**config.mk**
```make
export PLATFORM = sky130hd
export DESIGN_NAME = seg_scan_decoder
export DESIGN_NICKNAME = d
export VERILOG_FILES = /design/src/rtl/seg_scan_decoder.sv
export SDC_FILE = /design/constraint.sdc
export NUM_CORES = 1
export LEC_CHECK = 0
export ABC_AREA = 1
export ABC_CLOCK_PERIOD_IN_PS = 2550
export CAP_MARGIN = 5
export CORE_ASPECT_RATIO = 0.5
export CORE_MARGIN = 2
export CORE_UTILIZATION = 40
export CTS_CLUSTER_SIZE = 8
export DETAILED_ROUTE_END_ITERATION = 8
export DONT_BUFFER_PORTS = 1
export GPL_TIMING_DRIVEN = 0
export HOLD_SLACK_MARGIN = 0.12
export PLACE_DENSITY_LB_ADDON = 0.2
export SLEW_MARGIN = 30
export SYNTH_ARGS = -nofsm -noshare
export SYNTH_HDL_FRONTEND = slang
export SYNTH_SLANG_ARGS = --single-unit
```
**constraint.sdc**
```tcl
create_clock -name clk -period 2.55 [get_ports clk]
set_input_delay 0.1275 -clock clk [delete_from_list [all_inputs] [get_ports clk]]
set_output_delay 0.1275 -clock clk [all_outputs]
set_load 0.1 [all_outputs]
```
**src/rtl/seg_scan_decoder.sv**
```systemverilog
// seg_scan_decoder
//   Receive-side decoder for a 4-digit multiplexed seven-segment display.
//   It samples the anode and segment lines and waits for each digit dwell
//   to be stable. Each accepted dwell is decoded back into a hex nibble, a
//   decimal point and a blank flag. Once all four digits have been seen, the
//   complete frame is published together with a one-cycle frame_valid pulse.
//
// Ports
//   clk          system clock
//   rst          synchronous reset, active-high
//   an_in[3:0]   anode lines, active-low (an_in[i] low selects digit i)
//   sseg_in[7:0] segment lines, active-low; [7]=dp, [6:0]={g,f,e,d,c,b,a}
//   hex_out      committed digits; nibble [4i+3:4i] belongs to digit i
//   dp_out       committed decimal points, active-high
//   blank_out    committed blank flags (digit had all segments off)
//   frame_valid  one-cycle pulse when hex_out/dp_out/blank_out update
//   seg_err      one-cycle pulse: accepted dwell had an undecodable pattern
//   an_err       one-cycle pulse: accepted dwell had more than one anode low
//   err_cnt      saturating count of seg_err and an_err events

module seg_scan_decoder #(
    parameter int STABLE_CYC = 4
) (
    input  logic        clk,
    input  logic        rst,
    input  logic [3:0]  an_in,
    input  logic [7:0]  sseg_in,
    output logic [15:0] hex_out,
    output logic [3:0]  dp_out,
    output logic [3:0]  blank_out,
    output logic        frame_valid,
    output logic        seg_err,
    output logic        an_err,
    output logic [7:0]  err_cnt
);

    localparam int CW = $clog2(STABLE_CYC + 1);

    typedef enum logic [1:0] {S_WAIT, S_COUNT, S_HELD} state_t;

    // Decode result: {hit, blank, nibble}. A pattern outside the table gives hit=0.
    function automatic logic [5:0] decode(input logic [6:0] seg);
        case (seg)
            7'h40: decode = {2'b10, 4'h0};
            7'h79: decode = {2'b10, 4'h1};
            7'h24: decode = {2'b10, 4'h2};
            7'h30: decode = {2'b10, 4'h3};
            7'h19: decode = {2'b10, 4'h4};
            7'h12: decode = {2'b10, 4'h5};
            7'h02: decode = {2'b10, 4'h6};
            7'h78: decode = {2'b10, 4'h7};
            7'h00: decode = {2'b10, 4'h8};
            7'h10: decode = {2'b10, 4'h9};
            7'h08: decode = {2'b10, 4'hA};
            7'h03: decode = {2'b10, 4'hB};
            7'h46: decode = {2'b10, 4'hC};
            7'h21: decode = {2'b10, 4'hD};
            7'h06: decode = {2'b10, 4'hE};
            7'h0E: decode = {2'b10, 4'hF};
            7'h7F: decode = {2'b11, 4'h0};
            default: decode = 6'b0;
        endcase
    endfunction

    logic [3:0]    r_an_s1, r_an_s2, r_an_prev;
    logic [7:0]    r_sseg_s1, r_sseg_s2, r_sseg_prev;
    state_t        r_state, w_state_nxt;
    logic [CW-1:0] r_cnt, w_cnt_nxt;
    logic          w_diff, w_accept;

    logic [3:0]  r_seen, w_seen_upd;
    logic [15:0] r_sh_hex, w_sh_hex;
    logic [3:0]  r_sh_dp, w_sh_dp, r_sh_blank, w_sh_blank;
    logic [15:0] r_hex;
    logic [3:0]  r_dp, r_blank;
    logic        r_fv, r_seg_err, r_an_err;
    logic [7:0]  r_err_cnt;

    logic [5:0]  w_dec;
    logic        w_an_idle, w_an_one, w_digit_ok, w_seg_bad, w_an_bad, w_commit;

    // Two-flop synchronizer followed by the previous-pair register that the
    // stability FSM compares against.
    always_ff @(posedge clk) begin
        // NOTE: sequential state uses non-blocking assignments so that every
        // flop samples values from before the edge, whatever the statement order.
        if (rst) begin
            r_an_s1     <= 4'hF;
            r_an_s2     <= 4'hF;
            r_an_prev   <= 4'hF;
            r_sseg_s1   <= 8'hFF;
            r_sseg_s2   <= 8'hFF;
            r_sseg_prev <= 8'hFF;
        end else begin
            r_an_s1     <= an_in;
            r_an_s2     <= r_an_s1;
            r_an_prev   <= r_an_s2;
            r_sseg_s1   <= sseg_in;
            r_sseg_s2   <= r_sseg_s1;
            r_sseg_prev <= r_sseg_s2;
        end
    end

    assign w_diff = {r_an_s2, r_sseg_s2} != {r_an_prev, r_sseg_prev};

    always_ff @(posedge clk) begin
        if (rst) begin
            r_state <= S_WAIT;
            r_cnt   <= '0;
        end else begin
            r_state <= w_state_nxt;
            r_cnt   <= w_cnt_nxt;
        end
    end

    // The accept fires from S_COUNT only when the count has reached STABLE_CYC
    // and the pair is still unchanged. That makes the minimum accepted dwell
    // at the pins STABLE_CYC+1 cycles.
    always_comb begin
        // NOTE: every combinational output gets a default first, so no path
        // leaves it unassigned and no latch is inferred.
        w_state_nxt = r_state;
        w_cnt_nxt   = r_cnt;
        w_accept    = 1'b0;
        case (r_state)
            S_WAIT: begin
                if (w_diff) begin
                    w_state_nxt = S_COUNT;
                    w_cnt_nxt   = CW'(1);
                end
            end
            S_COUNT: begin
                if (w_diff) begin
                    w_cnt_nxt = CW'(1);
                end else if (r_cnt == CW'(STABLE_CYC)) begin
                    w_accept    = 1'b1;
                    w_state_nxt = S_HELD;
                end else begin
                    w_cnt_nxt = r_cnt + CW'(1);
                end
            end
            S_HELD: begin
                if (w_diff) begin
                    w_state_nxt = S_COUNT;
                    w_cnt_nxt   = CW'(1);
                end
            end
            default: w_state_nxt = S_WAIT;
        endcase
    end

    // Classify the accepted pair. When the pair is stable, the s2 stage holds it.
    assign w_dec      = decode(r_sseg_s2[6:0]);
    assign w_an_idle  = (r_an_s2 == 4'hF);
    assign w_an_one   = $onehot(~r_an_s2);
    assign w_digit_ok = w_accept && w_an_one && w_dec[5];
    assign w_seg_bad  = w_accept && w_an_one && !w_dec[5];
    assign w_an_bad   = w_accept && !w_an_idle && !w_an_one;
    assign w_seen_upd = w_digit_ok ? (r_seen | ~r_an_s2) : r_seen;
    assign w_commit   = w_digit_ok && (w_seen_upd == 4'hF);

    // Next shadow value, including the digit being accepted now. A completing
    // digit is committed to the outputs in the same cycle it is written.
    always_comb begin
        w_sh_hex   = r_sh_hex;
        w_sh_dp    = r_sh_dp;
        w_sh_blank = r_sh_blank;
        if (w_digit_ok) begin
            for (int i = 0; i < 4; i++) begin
                if (!r_an_s2[i]) begin
                    w_sh_hex[4*i +: 4] = w_dec[3:0];
                    w_sh_dp[i]         = ~r_sseg_s2[7];
                    w_sh_blank[i]      = w_dec[4];
                end
            end
        end
    end

    always_ff @(posedge clk) begin
        // NOTE: the shadow digits are reset as well. A reset in the middle of a
        // frame must discard partial data, so none of it can leak into the
        // next commit.
        if (rst) begin
            r_seen     <= '0;
            r_sh_hex   <= '0;
            r_sh_dp    <= '0;
            r_sh_blank <= '0;
            r_hex      <= '0;
            r_dp       <= '0;
            r_blank    <= 4'hF;
            r_fv       <= 1'b0;
            r_seg_err  <= 1'b0;
            r_an_err   <= 1'b0;
            r_err_cnt  <= '0;
        end else begin
            r_seen     <= w_commit ? 4'h0 : w_seen_upd;
            r_sh_hex   <= w_sh_hex;
            r_sh_dp    <= w_sh_dp;
            r_sh_blank <= w_sh_blank;
            if (w_commit) begin
                r_hex   <= w_sh_hex;
                r_dp    <= w_sh_dp;
                r_blank <= w_sh_blank;
            end
            r_fv      <= w_commit;
            r_seg_err <= w_seg_bad;
            r_an_err  <= w_an_bad;
            // Only one of the error sources can fire per accept, so the count
            // rises by at most one per cycle.
            if ((w_seg_bad || w_an_bad) && (r_err_cnt != 8'hFF))
                r_err_cnt <= r_err_cnt + 8'd1;
        end
    end

    assign hex_out     = r_hex;
    assign dp_out      = r_dp;
    assign blank_out   = r_blank;
    assign frame_valid = r_fv;
    assign seg_err     = r_seg_err;
    assign an_err      = r_an_err;
    assign err_cnt     = r_err_cnt;

endmodule

```
-- After elaboration in Yosys (flattened, before gate mapping)
Index checks and enable logic that the tools add are counted.
W data, S select, Z words.
- word-level logic and storage cells: 101
- register bits: 104
- input port bits: 14
- equal/unequal tests: 28
- add/subtract/negate cells: 5
- bitwise logic cells: 3
- mux-type cells: 28
- reduce and logical (&&, ||, !) cells: 18
- operator list (kind ; number):
    $pmux W6 S17 ; 1
    $eq A7 B7 Y1 const B ; 5
    $mux W4 ; 7
    $eq A7 B5 Y1 const B ; 3
    $eq A7 B6 Y1 const B ; 3
    $mux W16 ; 1
    $eq A7 B2 Y1 const B ; 2
    $eq A7 B4 Y1 const B ; 2
    $ne A12 B12 Y1 ; 1
    $mux W1 ; 11
    $mux W3 ; 3
    $add A8 B1 Y8 const B ; 1
    $eq A4 B4 Y1 const B ; 2
    $ne A8 B8 Y1 const B ; 1
    $eq A7 B3 Y1 const B ; 1
    $logic_and A1 B1 Y1 ; 7
    $logic_not A7 Y1 ; 1
    $mux W2 ; 3
    $pmux W3 S2 ; 1
    $reduce_and A3 Y1 ; 2
    $add A1 B1 Y2 ; 2
    $ne A2 B2 Y1 const B ; 2
    $not A4 Y4 ; 1
    $or A4 B4 Y4 ; 1
    15 further kinds ; 18

-- Longest topological paths before layout
- depth in word-level cells: 10
- gate-level depth with buffers: 17
- mapped depth without buffers: 16

-- Worst setup path after synthesis
Ideal clock, no wire load.
- kind: register to register
- from: register r_an_s2[0]
- to: register r_dp[1], in the netlist dp_out[1]
- cell stages (with the launch flop): 13
- setup slack: -285 ps
- data arrival time: 2720 ps
- path buffers: 1
- clock period less this slack: 2835 ps
- path through: dfxtp_1 > fa_1 > inv_1 > ha_1 > ha_1 > or3b_2 > nor2_8 > nand2_2 > a21oi_2 > nand4_2 > buf_6 > nand3_2 > nand2_1
- word-level cells in the longest chain between the ends: 9
- RTL lines (item ; line ; text):
    start, declared ; 65 ; logic [3:0] r_an_s1, r_an_s2, r_an_prev;
    start signal, assigned ; 96 ; r_an_s2 <= r_an_s1;
    $not A4 Y4 ; 155, 159 ;
    $add A1 B1 Y2 (implied by the code) ; 155 ; assign w_an_one = $onehot(~r_an_s2);
    $add A2 B2 Y3 (implied by the code) ; 155 ;
    $eq A3 B1 Y1 ; 155 ;
    $logic_and A1 B1 Y1 (2 in series) ; 156 ; assign w_digit_ok = w_accept && w_an_one && w_dec[5];
    $mux W4 ; 159 ; assign w_seen_upd = w_digit_ok ? (r_seen | ~r_an_s2) : r_seen;
    $eq A4 B4 Y1 ; 160 ; assign w_commit = w_digit_ok && (w_seen_upd == 4'hF);
    $logic_and A1 B1 Y1 ; 160 ;
    end signal, assigned ; 202 ; r_dp <= w_sh_dp;
    end, declared ; 75 ; logic [3:0] r_dp, r_blank;
Several ways; a longest one is shown, not always the timed one.
A chain may end at the register's enable or synchronous reset.

-- Worst setup path in the final report
- from: register r_an_s2[1]
- to: register r_hex[15], in the netlist hex_out[15]
- word-level cells in the longest chain between the ends: 9
- RTL lines (item ; line ; text):
    $not A4 Y4 ; 155, 159 ;
    $add A1 B1 Y2 (implied by the code) ; 155 ;
    $add A2 B2 Y3 (implied by the code) ; 155 ;
    $eq A3 B1 Y1 ; 155 ;
    $logic_and A1 B1 Y1 (2 in series) ; 156 ;
    $mux W4 ; 159 ;
    $eq A4 B4 Y1 ; 160 ;
    $logic_and A1 B1 Y1 ; 160 ;
    end signal, assigned ; 201 ; r_hex <= w_sh_hex;
    end, declared ; 74 ; logic [15:0] r_hex;
Several ways; a longest one is shown, not always the timed one.

==> metrics.md <==
| Metric | Value |
|---|---|
| Fillcell total | `around 1100` |
| I/O pin count | `roughly 50` |
| EDFF count, synth | `0` |
| Register area share after synthesis | `0.462` |
| Commonest non-fill, non-tap cells in the layout | `nand2_1 (130), dfxtp_1 (95), inv_1 (62), nor2_1 (48), nand3_1 (33)` |
| GP Congestion | `0.879` |
| Worst R2R End | `hex_out[15]$_SDFFE_PP0P_` |
| HPWL after DPL | `between 7000 and 8000 um` |
| Worst slew pin tran | `1.09 ns` |
| Syn avg cell area | `7.66 um^2` |
| Status | `complete, but fails checks` |
| R2R cell count | `13` |
| Detailed Route WL | `roughly 10000 um` |
| Setup violations, final | `a little under 60` |
| Setup Skew | `slightly above 0.006 ns` |
| Effective utilization at floorplan | `0.410` |
| Fin. Hold Viols | `0` |
| First-pass GRT wire length | `16800 um` |
| Total negative slack | `-10.04 ns` |
| Cts bufs inserted | `9` |
| DRT antenna net count | `0` |
| Largest net degree at the start of global routing | `19` |
| Starting DRT DRC Count | `223` |
| FF-to-FF Start | `r_an_s2[1]$_SDFF_PP1_` |
| Register area | `between 2000 and 2500 um^2` |
| Post-Syn Area | `between 4000 and 5000 um^2` |
| Grt ovf | `0` |
| Commonest non-fill, non-tap cell in the layout | `nand2_1` |
| Residual DRC count | `0` |
| CP Class | `reg2reg` |
| Place WS | `-0.366 ns` |
| Worst EP required | `between 2 and 3 ns` |
| Core area | `around 11000 um^2` |
| Die H | `79.0 um` |
| RSZ-0062 raised after global routing | `true` |
| Post-route insts no fill | `approximately 770` |
| TritonCTS Sinks | `roughly 100` |
| Via density | `between 4 and 5` |
| Final Max Slew Viols | `0` |
| Dpl cells | `between 700 and 800` |
| CTS max path bufs | `2` |
| Crit-path max FO | `10` |
| TritonRoute pass-1 iters | `4` |
| Total of max-cap violations | `0` |
| PwrDens | `a little under 600 nW/um^2` |
| Worst Setup End Kind | `flip-flop` |
| Clk_lat worst skew | `around 0.35 ns` |
| Row cnt | `27` |
| Critical Path End | `hex_out[15]$_SDFFE_PP0P_` |
| R2r setup slk | `-0.30 ns` |
| YS warnings | `0` |
| Area Overhead vs Synth | `22.0%` |
| Commonest register cell after synthesis | `dfxtp_1` |
| Cell depth of the worst hold path | `2` |
| Critical Path Start Type | `flip-flop` |
| Flops & latches, synth | `104` |
| Maximum vdd drop | `291 uV` |
| Mapped Cells | `588` |
| Nets | `645` |
| CTS Root Cell | `clkbuf_16` |
| Initial antenna violation count | `0` |
| Syn nets | `~600` |
| Die area | `approximately 12000 um^2` |
| Vias | `between 3000 and 4000` |
| Routed length per placed instance | `roughly 13 um` |
| IO Port Bufs | `0` |
| Area after DPL | `about 4700 um^2` |
| Tcrit/Tclk final | `1.12` |
| Min cycle time layout | `2.85 ns` |
| Count of different cell masters after synthesis | `35` |
| Die X | `154 um` |
| Slew margin rel. | `0.265` |
| CTS tree | `built` |
| Final instance area | `roughly 5500 um^2` |
| Asr flop ratio synth | `0` |
| H-tree levels | `3` |
| Multi-input gate area | `2190 um^2` |
| CP Launch Point | `r_an_s2[1]$_SDFF_PP1_` |
| Leakage | `between 2 and 2.5 nW` |
| Failing checks | `negative setup slack` |
| Fmax | `351 MHz` |
| Vias in the first global route | `3441` |
| Fin util | `0.501` |
| Layout cells sized above 1 | `0.251` |
| Clk slew on worst S/H paths | `0.07 ns` |
| Hold WC Path Type | `in2reg` |
| GR Util All Layers | `0.174` |
| Worst endpoint data arrival time | `roughly 3.1 ns` |
| ANT cells | `0` |
| Post-route setup slack | `-0.298 ns` |
[stage by stage]
| step | hold slack (ns) | total power [mW] |
|---|---|---|
| after floorplan | 0.231 | 1.82 |
| after global placement | 0.233 | 1.86 |
| after detailed placement | 0.233 | 1.86 |
| after CTS | 0.402 | 3.28 |
| after global routing | 0.405 | 3.37 |
| final | 0.410 | 3.25 |
[how the worst min path moves through the flow]
stage | start | end
detailed placement | sseg_in[5] | r_sseg_s1[5]$_SDFF_PP1_
CTS | sseg_in[7] | r_sseg_s1[7]$_SDFF_PP1_
global route | an_in[3] | r_an_s1[3]$_SDFF_PP1_
global placement | sseg_in[5] | r_sseg_s1[5]$_SDFF_PP1_
floorplan | an_in[0] | r_an_s1[0]$_SDFF_PP1_
finish | an_in[2] | r_an_s1[2]$_SDFF_PP1_
[synthesized netlist by cell type (4+ instances only)]
library cell / number / area share
or2_2: 25 / 0.035
inv_2: 17 / 0.014
nand4_1: 24 / 0.033
nor2_1: 48 / 0.040
a21oi_1: 16 / 0.018
buf_6: 4 / 0.010
buf_2: 5 / 0.0056
o21ai_0: 6 / 0.0067
inv_1: 64 / 0.053
nor3_1: 7 / 0.0078
nand2_1: 144 / 0.12
dfxtp_1: 104 / 0.46
ha_1: 6 / 0.017
clkbuf_1: 11 / 0.0092
xnor2_1: 5 / 0.0097
nand3_1: 36 / 0.040
o21ai_1: 20 / 0.022
nand3_2: 14 / 0.031
nand2_2: 5 / 0.0069
[sequential cells by signal (all words and copies together) (netlist names), 2 cells and up]
register,count
hex_out,16
r_sh_hex,16
err_cnt,8
r_sseg_prev,8
r_sseg_s1,8
r_sseg_s2,8
blank_out,4
dp_out,4
r_an_prev,4
r_an_s1,4
r_an_s2,4
r_seen,4
r_sh_blank,4
r_sh_dp,4
r_cnt,3
r_state,2
[critical path: stages, from the launching register on]
cell	delay, ns
dfxtp_4	0.35
fa_1	0.53
inv_1	0.05
ha_2	0.18
ha_4	0.20
or3b_4	0.41
nor2_8	0.21
nand3_4	0.12
nand2_4	0.11
inv_2	0.05
nor2_4	0.17
buf_6	0.17
nand4_1	0.13
nand2_1	0.11
[layout make-up]
type | count | area share
Multi-Input combinational cell | 379 | 0.398
Buffer | 22 | 0.0266
Inverter | 81 | 0.0562
Timing Repair Buffer | 27 | 0.0490
Sequential cell | 104 | 0.382
Tap cell | 145 | 0.0330
Clock inverter | 7 | 0.0143
Clock buffer | 9 | 0.0410
[kinds of logic after synthesis]
kind of cell,after synthesis,synth area share
DFF,104,0.462
xor gates and xnor gates,8,0.0156
and+or+nand+nor,317,0.348
buffers and inverters,105,0.0972
AOI/OAI and AO/OA,47,0.0556
adders and majority gates,7,0.0211
[per-layer routing]
layer / up-vias / part of all wire / track usage
met1: 1656 / 0.51 / 0.238
met2: 67 / 0.42 / 0.264
met4: 0 / 0.012 / 0.0402
met3: 10 / 0.064 / 0.0595
li1: 1933 / - / -
met5: - / 0 / 0
[timing repair]
action / 4_1_cts / 5_1_grt
endpoints found under the hold margin: 12 / 0
cloned: 1 / 1
setup buffers: 7 / 7
hold buffers: 12 / 0
pin swaps: 2 / 12
setup endpoints to repair: 61 / 61
resized for setup: 23 / 47
[where the power goes]
group | internal [mW] | switching, mW
registers | 1.65 | 0.0176
clock network | 0.772 | 0.633
logic | 0.0649 | 0.113
total | 2.48 | 0.763
(Power assumes the default switching activity.)
